--- src/rtl/bcd_pkg.sv ---
// Shared BCD definitions used by the up and down counter families.
package bcd_pkg;

  typedef logic [3:0] bcd_digit_t;

  localparam bcd_digit_t BCD_MAX  = 4'd9;
  localparam bcd_digit_t BCD_ZERO = 4'd0;

  // Codes A..F are not decimal; treat them as the largest legal digit.
  function automatic bcd_digit_t bcd_sanitize(input bcd_digit_t digit);
    return (digit > BCD_MAX) ? BCD_MAX : digit;
  endfunction

endpackage

--- src/rtl/bcd_down_digit.sv ---
// One BCD digit of the down counter: load, step down with 0 -> 9 wrap, zero flag.
module bcd_down_digit
  import bcd_pkg::*;
(
  input  logic       clk,
  input  logic       clear_n,
  input  logic       load,
  input  logic [3:0] load_d,
  input  logic       step_in,
  output logic [3:0] d,
  output logic       is_zero
);

  bcd_digit_t d_q, d_d;

  always_comb begin
    d_d = d_q;
    if (load) begin
      d_d = bcd_sanitize(load_d);
    end else if (step_in) begin
      d_d = (d_q == BCD_ZERO) ? BCD_MAX : d_q - 4'd1;
    end
  end

  always_ff @(posedge clk or negedge clear_n) begin
    if (!clear_n) begin
      d_q <= BCD_ZERO;
    end else begin
      d_q <= d_d;
    end
  end

  assign d       = d_q;
  assign is_zero = (d_q == BCD_ZERO);

endmodule

--- src/rtl/bcd_down_counter.sv ---
// Multi-digit BCD down counter with zero flag and registered terminal-count pulse.
// Define BCD_DOWN_HOLD_AT_ZERO_EN to saturate at 0 instead of wrapping to all 9s.
module bcd_down_counter
  import bcd_pkg::*;
#(
  parameter int DIGITS = 4
) (
  input  logic                  clk,
  input  logic                  clear_n,
  input  logic                  en,
  input  logic                  load,
  input  logic [4*DIGITS-1:0]   load_val,
  output logic [4*DIGITS-1:0]   Q,
  output logic                  zero,
  output logic                  tc
);

  logic [DIGITS-1:0] is_zero;
  logic [DIGITS-1:0] step_in;
  logic              en_eff;
  logic              q_is_one;
  logic              tc_q, tc_d;

  assign zero = &is_zero;

`ifdef BCD_DOWN_HOLD_AT_ZERO_EN
  assign en_eff = en & ~zero;
`else
  assign en_eff = en;
`endif

  // Borrow ripples combinationally: digit k steps only when all lower digits are 0.
  for (genvar k = 0; k < DIGITS; k++) begin : g_digit
    if (k == 0) begin : g_lsd
      assign step_in[k] = en_eff;
    end else begin : g_upper
      assign step_in[k] = step_in[k-1] & is_zero[k-1];
    end

    bcd_down_digit u_digit (
      .clk     (clk),
      .clear_n (clear_n),
      .load    (load),
      .load_d  (load_val[4*k +: 4]),
      .step_in (step_in[k]),
      .d       (Q[4*k +: 4]),
      .is_zero (is_zero[k])
    );
  end

  assign q_is_one = (Q == (4*DIGITS)'(1));
  assign tc_d     = ~load & en & q_is_one;

  always_ff @(posedge clk or negedge clear_n) begin
    if (!clear_n) begin
      tc_q <= 1'b0;
    end else begin
      tc_q <= tc_d;
    end
  end

  assign tc = tc_q;

endmodule

--- config.mk ---
export PLATFORM = sky130hd
export DESIGN_NAME = bcd_down_counter
export DESIGN_NICKNAME = d
export VERILOG_FILES = /design/src/rtl/bcd_pkg.sv /design/src/rtl/bcd_down_digit.sv /design/src/rtl/bcd_down_counter.sv
export SDC_FILE = /design/constraint.sdc
export NUM_CORES = 1
export LEC_CHECK = 0
export ABC_AREA = 1
export CAP_MARGIN = 40
export CORE_ASPECT_RATIO = 0.7
export CORE_MARGIN = 5
export CORE_UTILIZATION = 46
export CTS_CLUSTER_SIZE = 24
export DETAILED_ROUTE_END_ITERATION = 7
export PLACE_DENSITY = 0.89
export SLEW_MARGIN = 10
export SYNTH_ARGS = -nofsm -noshare
export SYNTH_HDL_FRONTEND = slang
export SYNTH_SLANG_ARGS = --single-unit
--- constraint.sdc ---
create_clock -name clk -period 1.56 [get_ports clk]
set_input_delay 0.234 -clock clk [delete_from_list [all_inputs] [get_ports clk]]
set_output_delay 0.234 -clock clk [all_outputs]
set_load 0.05 [all_outputs]
==> flow_metrics.env <==
export IMPL_synth_xor_area_share_pct=0.729
export IMPL_die_h_um=52.8
export IMPL_grt_overflow=0
export IMPL_path_clk_slew_ns=0.07
export IMPL_cts_root_buf="clkbuf_8"
export IMPL_synth_edf_count=0
export IMPL_wl_per_cell_um=16.3
export IMPL_row_count=15
export IMPL_clock_skew_ns=0.00692
export IMPL_die_area_um2=3750
export IMPL_worstSetupPathType="flop to output pin"
export IMPL_synth_cell_types=21
export IMPL_crit_slowest_cell="dfrtp_1"
export IMPL_clk_path_buf_depth=2
export IMPL_crit_path_start="g_digit[3].u_digit.d[1]"
export IMPL_syn_area_um2=1200
export IMPL_drc=0
export IMPL_path_buf_inv=1
export IMPL_cp_top_family="simple AND/OR/NAND/NOR gates"
export IMPL_total_power_mw=2.95
export IMPL_cts_hold_buf=0
export IMPL_drv_slew=0
export IMPL_synthAdderAreaFrac_pct=0
export IMPL_core_um2=2480
export IMPL_critPathLaunchType="flop"
export IMPL_finalCriticalPeriod_ns=1.68
export IMPL_peakVddDrop_uv=643
export IMPL_cp_required_ns=1.33
export IMPL_critPathArrivalTime_ns=1.45
export IMPL_grt_pass1_vias=1512
export IMPL_setup_viol=1
export IMPL_synth_fp_nets=203
export IMPL_grt_pass1_wl_um=7200
export IMPL_cts_tree="yes"
export IMPL_grt_max_degree=21
export IMPL_first_pass_iters=5
export IMPL_synthSimpleGateAreaFrac_pct=47.1
export IMPL_route_antenna_remaining_nets=0
export IMPL_clock_sinks=17
export IMPL_fmax_ghz=0.595
export IMPL_nFillCells=158
export IMPL_p_leak_nw=1.02
export IMPL_path_cells="nor2_1 -> nand4_1 -> nor2_4 -> buf_12"
export IMPL_hp_class="input pin to async pin"
export IMPL_h_tree_depth=1
export IMPL_pwr_share_clk_pct=11.7
export IMPL_synthMuxAreaShare_pct=0
export IMPL_io_pins=38
export IMPL_ff2ff_setup_slack_ns=0.02
export IMPL_whs_ns=0.296
export IMPL_nets=273
export IMPL_combinationalPowerShare_pct=64.5
export IMPL_numCtsBuffers=3
export IMPL_antenna_cells=0
export IMPL_track_usage_pct=25.2
export IMPL_port_buffers=37
export IMPL_initial_core_util_pct=48.5
export IMPL_syn2layout_area_growth_pct=70.5
export IMPL_synthesis_instances=183
export IMPL_antenna_found_initial=0
export IMPL_vias=1565
export IMPL_ys_warnings_count=0
export IMPL_finalCritPeriodShare_pct=108
export IMPL_crit_path_end="zero"
export IMPL_worst_pin_slew_ns=0.396
export IMPL_synth_compound_area_share_pct=10.1
export IMPL_ff2ff_path_depth=11
export IMPL_cp_max_fo=3
export IMPL_pwr_density_cell_nw_per_um2=1440
export IMPL_gp_congestion=0.856
export IMPL_rsz0062_at_grt="true"
export IMPL_violations="negative setup slack"
export IMPL_r2r_end="g_digit[3].u_digit.d[0]"
export IMPL_slew_headroom_pct=73.6
export IMPL_cpPeakStageDelay_ns=0.39
export IMPL_status="finished, violations left"
export IMPL_wl_um=4670
export IMPL_maxCapViolCount=0
export IMPL_synth_top_family_by_area="simple AND/OR/NAND/NOR gates"
export IMPL_drtIter0Drc=164
export IMPL_power_share_sequential_pct=23.8
export IMPL_swShare_pct=46.8
export IMPL_clock_latency_ns=0.26
export IMPL_synth_ff_type="dfrtp_1"
export IMPL_routed_via_density=5.47
export IMPL_cp_depth=4
export IMPL_r2r_start="g_digit[2].u_digit.d[3]"
export IMPL_yosysSeqAreaShare_pct=35.4
export IMPL_drive_above_1_share_pct=35.7
export IMPL_timing_final_ws_setup_ns=-0.121
export IMPL_p_int_mw=1.57
export IMPL_p_switching_mw=1.38
export IMPL_async_reset_ff_share_pct=100
export IMPL_dpl_hpwl_um=2500
export IMPL_die_x_um=71.1
export IMPL_hold_viol=0
export IMPL_endpoint_kind="output pin"
export IMPL_avgSynthCellArea_um2=6.56
export IMPL_synth_seq_cells=17
-- cell families (layout without fill, tap and decap cells) --
group           after synthesis  count (layout)
simple gates                124             124
compound gates               21              21
buf+inv                      20              89
flops                        17              17
xor+xnor                      1               1
-- synthesized netlist by cell type, types with 3 or more instances --
master	n	area, µm²
nor2_4	3	33.8
nor2_1	14	52.6
inv_1	15	56.3
buf_2	4	20.0
o21ai_0	11	55.1
nand2_1	78	293
nand3_1	20	100
dfrtp_1	17	425
a21oi_1	3	15.0
-- repair_timing --
item                                    4_1_cts  5_1_grt
pin swaps                                     6        8
endpoints found under the setup margin        1        7
gates resized for setup                      10       10
setup buffers                                22        2
-- power groups by stage --
stage	Combinational [mW]	Sequential [mW]	Clock, mW
after floorplan	0.452	1.10	0
final	1.90	0.702	0.344
after global routing	2.03	0.715	0.365
after global placement	1.46	0.701	0
after detailed placement	1.48	0.704	0
after CTS	1.77	0.694	0.329
-- routing by layer --
| metal | global-route usage [%] | part of all wire [%] | wire length (µm) |
|---|---|---|---|
| met4 | 13.4 | 5.5 | 259 |
| met1 | 30.1 | 40 | 1890 |
| met3 | 6.70 | 9.1 | 424 |
| met2 | 42.0 | 45 | 2100 |
| met5 | 0 | 0 | 0 |
-- layout make-up --
class / count / area [µm²] / share of cell area (%)
Clock buffer: 4 / 45.0 / 2.20
Inverter: 16 / 60.1 / 2.93
Multi-Input combinational cell: 146 / 758 / 37.0
Sequential cell: 17 / 435 / 21.3
Tap cell: 34 / 42.5 / 2.08
Timing Repair Buffer: 69 / 707 / 34.5
-- worst min path at each step --
stage	startpoint	endpoint	slack, ns
CTS	clear_n	g_digit[2].u_digit.d[0]	0.32
floorplan	clear_n	g_digit[0].u_digit.d[0]	-0.06
global placement	g_digit[2].u_digit.d[1]	g_digit[2].u_digit.d[1]	0.51
finish	clear_n	g_digit[1].u_digit.d[1]	0.30
detailed placement	g_digit[2].u_digit.d[1]	g_digit[2].u_digit.d[1]	0.51
global route	clear_n	g_digit[2].u_digit.d[0]	0.35
-- through the flow --
step | util [%] | instance area (µm²) | instances | TNS (ns) | setup slack, ns
global placement | 71.9 | 1780 | 260 | 0 | 0.0796
floorplan | - | 1220 | 183 | 0 | 0.00260
CTS | 81.3 | 2010 | 286 | -0.0660 | -0.0660
finish | 82.7 | 2050 | 286 | -0.121 | -0.121
global route | 82.7 | 2050 | 286 | -0.254 | -0.184
detailed placement | 71.9 | 1780 | 260 | 0 | 0.0375
-- worst reg2reg max path: stages, from the launching register on --
cell and delay [ns]:
dfrtp_2 0.41, inv_2 0.08, buf_6 0.09, buf_4 0.09, buf_4 0.10, buf_4 0.09
buf_4 0.09, nand3_2 0.08, nand2_2 0.11, nand3_4 0.11, nand2_4 0.11, nand2_2 0.07
-- flip-flops by register name, summed over array words and instances (netlist names) --
| register | cells |
|---|---|
| g_digit.u_digit.d | 16 |
| tc | 1 |
-- placed cells by master, fill, tap and decap left out, drive strengths merged, types with 2 or more instances in the layout --
cell / count
nor3: 2
inv: 16
buf: 50
dfrtp: 17
a31oi: 2
o21ai: 14
nand2: 82
nor2: 17
clkdlybuf4s50: 19
nand3: 22
a21oi: 3
clkbuf: 4
Note: power is estimated with default switching activity, not from simulation.
